### src/rtl/bram_xfer_ctrl.sv
// Backup-RAM image sequencer: SD sector save/load, format pattern, load hold.
// Optional autosave with pending-write tracking: define BRAM_AUTOSAVE_EN.
`timescale 1ns/1ps
module bram_xfer_ctrl #(
    parameter int SECTORS = 16,
    parameter int LBA_W   = 4
) (
    input  logic        clk_sys,
    input  logic        reset_n,
    input  logic        dl_active,
    input  logic        img_mounted,
    input  logic        img_readonly,
    input  logic        img_size_nz,
    input  logic        load_req,
    input  logic        save_req,
    input  logic        format_req,
    input  logic        osd_open,
    input  logic        autosave_on,
    input  logic        bram_wr,
    input  logic        sd_ack,
    output logic [31:0] sd_lba,
    output logic        sd_rd,
    output logic        sd_wr,
    output logic        portb_sd,
    output logic [1:0]  fmt_addr,
    output logic [15:0] fmt_data,
    output logic        fmt_we,
    output logic        ena,
    output logic        busy,
    output logic        loading,
    output logic        pending
);

    typedef enum logic [1:0] {S_IDLE, S_REQ, S_ACK, S_FMT} state_t;

    state_t r_state;
    state_t w_next;

    logic r_dl_d, r_load_d, r_save_d, r_fmt_d, r_ack_d, r_auto_d;
    logic r_ena, r_pending, r_loading, r_dir_load;
    logic r_sd_rd, r_sd_wr, r_portb;
    logic [LBA_W-1:0] r_lba;
    logic [1:0] r_fcnt;

    logic w_auto, w_dl_rise, w_dl_fall, w_load_go, w_save_rise;
    logic w_fmt_rise, w_ack_rise, w_ack_fall, w_start, w_last;
    logic [15:0] w_fmt_word;

`ifdef BRAM_AUTOSAVE_EN
    assign w_auto = r_pending & osd_open & autosave_on;
`else
    logic w_unused;
    assign w_auto   = 1'b0;
    assign w_unused = &{1'b0, osd_open, autosave_on, bram_wr};
`endif

    assign w_dl_rise   = dl_active & ~r_dl_d;
    assign w_dl_fall   = ~dl_active & r_dl_d;
    assign w_load_go   = (load_req & ~r_load_d) | (w_dl_fall & img_size_nz);
    assign w_save_rise = (save_req & ~r_save_d) | (w_auto & ~r_auto_d);
    assign w_fmt_rise  = format_req & ~r_fmt_d;
    assign w_ack_rise  = sd_ack & ~r_ack_d;
    assign w_ack_fall  = ~sd_ack & r_ack_d;
    assign w_last      = (r_lba == LBA_W'(SECTORS - 1));

    always_comb begin
        w_next  = r_state;
        w_start = 1'b0;
        unique case (r_state)
            S_IDLE: begin
                if (r_ena & (w_load_go | w_save_rise)) begin
                    w_next  = S_REQ;
                    w_start = 1'b1;
                end else if (w_fmt_rise) begin
                    w_next = S_FMT;
                end
            end
            S_REQ: if (w_ack_rise) w_next = S_ACK;
            S_ACK: if (w_ack_fall) w_next = w_last ? S_IDLE : S_REQ;
            S_FMT: if (r_fcnt == 2'd3) w_next = S_IDLE;
            default: w_next = S_IDLE;
        endcase
    end

    always_comb begin
        w_fmt_word = 16'h0000;
        unique case (r_fcnt)
            2'd0: w_fmt_word = 16'h5548;
            2'd1: w_fmt_word = 16'h4D42;
            2'd2: w_fmt_word = 16'h8800;
            2'd3: w_fmt_word = 16'h8010;
            default: w_fmt_word = 16'h0000;
        endcase
    end

    always_ff @(posedge clk_sys or negedge reset_n) begin
        if (!reset_n) begin
            r_state    <= S_IDLE;
            r_dl_d     <= 1'b0;
            r_load_d   <= 1'b0;
            r_save_d   <= 1'b0;
            r_fmt_d    <= 1'b0;
            r_ack_d    <= 1'b0;
            r_auto_d   <= 1'b0;
            r_ena      <= 1'b0;
            r_pending  <= 1'b0;
            r_loading  <= 1'b0;
            r_dir_load <= 1'b0;
            r_sd_rd    <= 1'b0;
            r_sd_wr    <= 1'b0;
            r_portb    <= 1'b0;
            r_lba      <= '0;
            r_fcnt     <= 2'd0;
        end else begin
            r_state  <= w_next;
            r_dl_d   <= dl_active;
            r_load_d <= load_req;
            r_save_d <= save_req;
            r_fmt_d  <= format_req;
            r_ack_d  <= sd_ack;
            r_auto_d <= w_auto;
            r_portb  <= (w_next != S_FMT);
            r_fcnt   <= (r_state == S_FMT) ? r_fcnt + 2'd1 : 2'd0;
            // request is a registered image of REQ so lba settles first
            r_sd_rd  <= (r_state == S_REQ) & r_dir_load;
            r_sd_wr  <= (r_state == S_REQ) & ~r_dir_load;
            if (dl_active & img_mounted & ~img_readonly)
                r_ena <= 1'b1;
            else if (w_dl_rise)
                r_ena <= 1'b0;
`ifdef BRAM_AUTOSAVE_EN
            if (r_ena & ~osd_open & bram_wr)
                r_pending <= 1'b1;
            else if (w_start)
                r_pending <= 1'b0;
`else
            r_pending <= 1'b0;
`endif
            if (w_start) begin
                r_lba      <= '0;
                r_dir_load <= w_load_go;
                r_loading  <= w_load_go;
            end else if ((r_state == S_ACK) && w_ack_fall) begin
                if (w_last)
                    r_loading <= 1'b0;
                else
                    r_lba <= r_lba + 1'b1;
            end
        end
    end

    assign sd_lba   = {{(32 - LBA_W){1'b0}}, r_lba};
    assign sd_rd    = r_sd_rd;
    assign sd_wr    = r_sd_wr;
    assign portb_sd = r_portb;
    assign fmt_we   = (r_state == S_FMT);
    assign fmt_addr = r_fcnt;
    assign fmt_data = fmt_we ? w_fmt_word : 16'h0000;
    assign ena      = r_ena;
    assign busy     = (r_state == S_REQ) || (r_state == S_ACK);
    assign loading  = r_loading;
    assign pending  = r_pending;

endmodule

### config.mk
export PLATFORM = sky130hd
export DESIGN_NAME = bram_xfer_ctrl
export DESIGN_NICKNAME = d
export VERILOG_FILES = /design/src/rtl/bram_xfer_ctrl.sv
export SDC_FILE = /design/constraint.sdc
export NUM_CORES = 1
export LEC_CHECK = 0
export ABC_AREA = 0
export BUFFER_PORTS_ARGS = -buffer_cell sky130_fd_sc_hd__buf_2
export CAP_MARGIN = 10
export CORE_ASPECT_RATIO = 2
export CORE_UTILIZATION = 40
export CTS_CLUSTER_SIZE = 24
export DETAILED_ROUTE_END_ITERATION = 16
export PLACE_DENSITY_LB_ADDON = 0.15
export SYNTH_ARGS = -nofsm -noshare
export SYNTH_HDL_FRONTEND = slang
export SYNTH_SLANG_ARGS = --single-unit
export TNS_END_PERCENT = 1
### constraint.sdc
create_clock -name clk_sys -period 1.6 [get_ports clk_sys]
set_clock_uncertainty 0.05 [all_clocks]
set_input_delay 0.08 -clock clk_sys [delete_from_list [all_inputs] [get_ports clk_sys]]
set_output_delay 0.08 -clock clk_sys [all_outputs]
set_load 0.01 [all_outputs]
==> results by group <==
STA
  – Max Fclk: ~0.61 GHz
  – Final min period: 1.65 ns
  – RSZ-0062 raised after global routing: true
  – Hold_ws: between 0.02 and 0.025 ns
  – Min setup slack post-route: -0.0484 ns
  – Max Slew Vio Count: 0
  – Setup violators final: 1
  – Final cycle utilization of the critical path: 1.03
  – Final hold viol count: 0

Clock tree
  – CTS Buffer Depth: 2
  – Clock-pin slew on the worst setup and hold paths: approximately 0.07 ns
  – Root buf cell: clkbuf_8
  – CTS H-tree depth: 1
  – CTS tree: built
  – Clk_lat worst skew: about 0.25 ns
  – CTS Sinks: 19
  – Num CTS Buffers: 3

Hold path
  – WHS Path Cells: 3
  – Worst Min Path Start: img_mounted
  – Hold Path Class: in -> reg
  – WHS Endpoint: ena

Global routing
  – Largest net degree at the start of global routing: 20
  – Vias in the first global route: around 950
  – First-pass GRT wire length: about 4.2 mm
  – Global route overflow: 0
  – Initial antenna violation count: 0
  – Total Routing Usage GR: 0.152

Setup path
  – Worst r2r src: r_state[1]
  – Critical path class: reg -> reg
  – Crit path arrival time: between 1.5 and 2 ns
  – Worst reg2reg path depth: 6
  – Worst r2r dst: portb_sd
  – CP endpoint kind: flop
  – CP max stage cell: dfrtp_2
  – FF-to-FF setup slack: -0.05 ns
  – CP max FO: 6
  – Startpoint Class: flop
  – Crit-path max cell delay: about 0.48 ns
  – CP Cell Sequence: inv_4 -> ha_4 -> nor4bb_1 -> or3_1 -> o31a_2 -> o311ai_2
  – Worst endpoint required time: approximately 1.7 ns

Layout
  – Final nets: between 200 and 250
  – Largest reg by FF count: r_lba
  – Fin area: about 0.0017 mm^2
  – Area added between synthesis and finish: 24.8%
  – Max reg flops: 4
  – Layout cells sized above 1: 0.368
  – Ant. Diodes: 0
  – # fillers: around 320
  – Final Util: 0.527

Die
  – Starting density of the core: 0.422
  – Die width: about 43 um
  – Core Area: approximately 0.0032 mm^2
  – Die area: 0.00362 mm^2
  – Die H: 84.1 um
  – Row count: 29
  – I/O pin cnt: 71

Placement
  – PortBufs: 32
  – Dpl cell area: between 0.001 and 0.0015 mm^2
  – Detailed Place HPWL: about 2.0 mm
  – GPL Wtd Cong: approximately 0.79

Logic synthesis
  – Synthesized instance count: about 140
  – Area leader, netlist: dfrtp_1
  – Synth area leaders: dfrtp_1 35%, buf_4 22%, ha_1 10%
  – Syn Area/Cell: between 9 and 10 um^2
  – Seq cells post-synth: 19
  – Synth unique cells: 34
  – Post-synthesis sequential area ratio: 0.353
  – Number of synthesis warnings: 0
  – Synthesized cell area: 0.00135 mm^2
  – Top cell type's share of synthesized area: 0.353

Pwr
  – Logic pwr share: 0.539
  – Max VDD drop: ~720 uV
  – NetSw: 0.859 mW
  – Total power: 2.21 mW
  – Leak pwr: about 0.90 nW
  – Sw Share: 0.388
  – Power Density: ~1300 mW/mm^2
  – Sequential Power Share: 0.311
  – Clk pwr share: 0.150
  – Internal power: ~1.4 mW

Run status
  – Status: finished with violations
  – Failing checks: negative setup slack

Drt
  – Final wirelength: ~2.6 mm
  – Via count: 999
  – Vias per inst: between 4 and 5
  – ANT nets after route: 0
  – DRT iter0 DRCs: 8
  – DRT Pass-1 Iters: 3
  – DRC violations left: 0
  – WL/cell: about 12 um

Run
  – Max_cap viols: 0
## per-layer routing
metal / vias up / routed length [um] / global-route usage
li1: 480 / - / -
met1: 471 / 872 / 0.138
met2: 42 / 1580 / 0.299
met3: 6 / 97 / 0.00866
met4: 0 / 75 / 0.0964
met5: - / 0 / 0
## synth_stat cells (all sizes together)
library cell	number
dfrtp	19
or2	1
and2	6
o32a	1
nor3b	2
o21ai	4
o31a	1
o32ai	2
buf	39
mux2i	1
o22ai	1
nand2	2
nand3b	2
conb	1
a211oi	1
xnor2	3
nor2	7
nand3	3
o31ai	1
nor4bb	1
and2b	1
ha	11
o21a	2
or3	1
nand2b	5
nor2b	5
o311ai	1
inv	9
a21oi	2
a31oi	2
## worst max-delay path by stage
stage                     startpoint       end  slack [ns]  depth (start not counted)
after global placement    r_state[0]  portb_sd       -0.06                          5
after floorplan           r_state[0]  portb_sd        0.05                          5
after CTS                 r_state[0]  portb_sd        0.01                          6
after global routing      r_state[1]  portb_sd       -0.07                          6
final                     r_state[1]  portb_sd       -0.05                          6
after detailed placement  r_state[0]  portb_sd       -0.07                          6
## layout by cell type, fill, tap and decap left out, drive strengths merged, types with 2 or more instances in the layout
| cell type | n |
|---|---|
| buf | 47 |
| conb | 35 |
| dfrtp | 19 |
| ha | 11 |
| inv | 9 |
| nor2 | 7 |
| dlygate4sd3 | 7 |
| and2 | 6 |
| nand2b | 5 |
| nor2b | 5 |
| o21ai | 4 |
| xnor2 | 3 |
| clkbuf | 3 |
| nand3 | 3 |
| a31oi | 2 |
| a21oi | 2 |
| o21a | 2 |
| nor3b | 2 |
| nand2 | 2 |
| nand3b | 2 |
| o32ai | 2 |
## cell families (layout without fill, tap and decap cells)
group | after synthesis | count (layout) | share of synthesized area
buf+inv | 48 | 67 | 0.242
simple gates | 36 | 36 | 0.181
flops | 19 | 19 | 0.353
compound gates | 18 | 18 | 0.0928
fa+ha+maj | 11 | 11 | 0.102
xor+xnor | 3 | 3 | 0.0195
other cells | 1 | 35 | 0.00278
mux | 1 | 1 | 0.00742
## stage by stage
step                TNS, ns  worst slack (ns)  std cells
floorplan                 0            0.0505        171
global placement    -0.0629           -0.0581        207
detailed placement  -0.0999           -0.0743        207
CTS                       0            0.0121        220
global route        -0.0878           -0.0740        221
finish              -0.0484           -0.0484        221
## area by class of cell
type	count	area, um^2	share of cell area
clock buffers	3	41.3	0.0245
well taps	31	38.8	0.0230
flip-flops and latches	19	478	0.284
multi-input cells	104	741	0.440
inverters	9	36.3	0.0216
clock inverters	1	5.00	0.00297
repair buffers	54	343	0.204
## power by group through the flow
stage / clock [mW] / combinational (mW) / sequential, mW
6_report: 0.332 / 1.19 / 0.688
2_1_floorplan: 0 / 0.608 / 0.729
5_1_grt: 0.361 / 1.31 / 0.701
3_5_place_dp: 0 / 0.962 / 0.690
3_3_place_gp: 0 / 0.944 / 0.689
4_1_cts: 0.346 / 1.09 / 0.678
## critical path: cells and delay by family (launching register included)
family	cells	cell delay, ns
buf+inv	1	0.11
compound gates	2	0.24
simple gates	2	0.46
flops	1	0.48
fa+ha+maj	1	0.18
## repair_timing
item                                   in CTS  in global routing
cloned                                      0                  0
pin swaps                                   1                  0
buffers inserted                            2                  1
setup endpoints to repair                   2                  4
endpoints found under the hold margin      25                  0
hold buffers                                7                  0
resized for setup                           8                 10
Power figures use the tool's default switching activity.
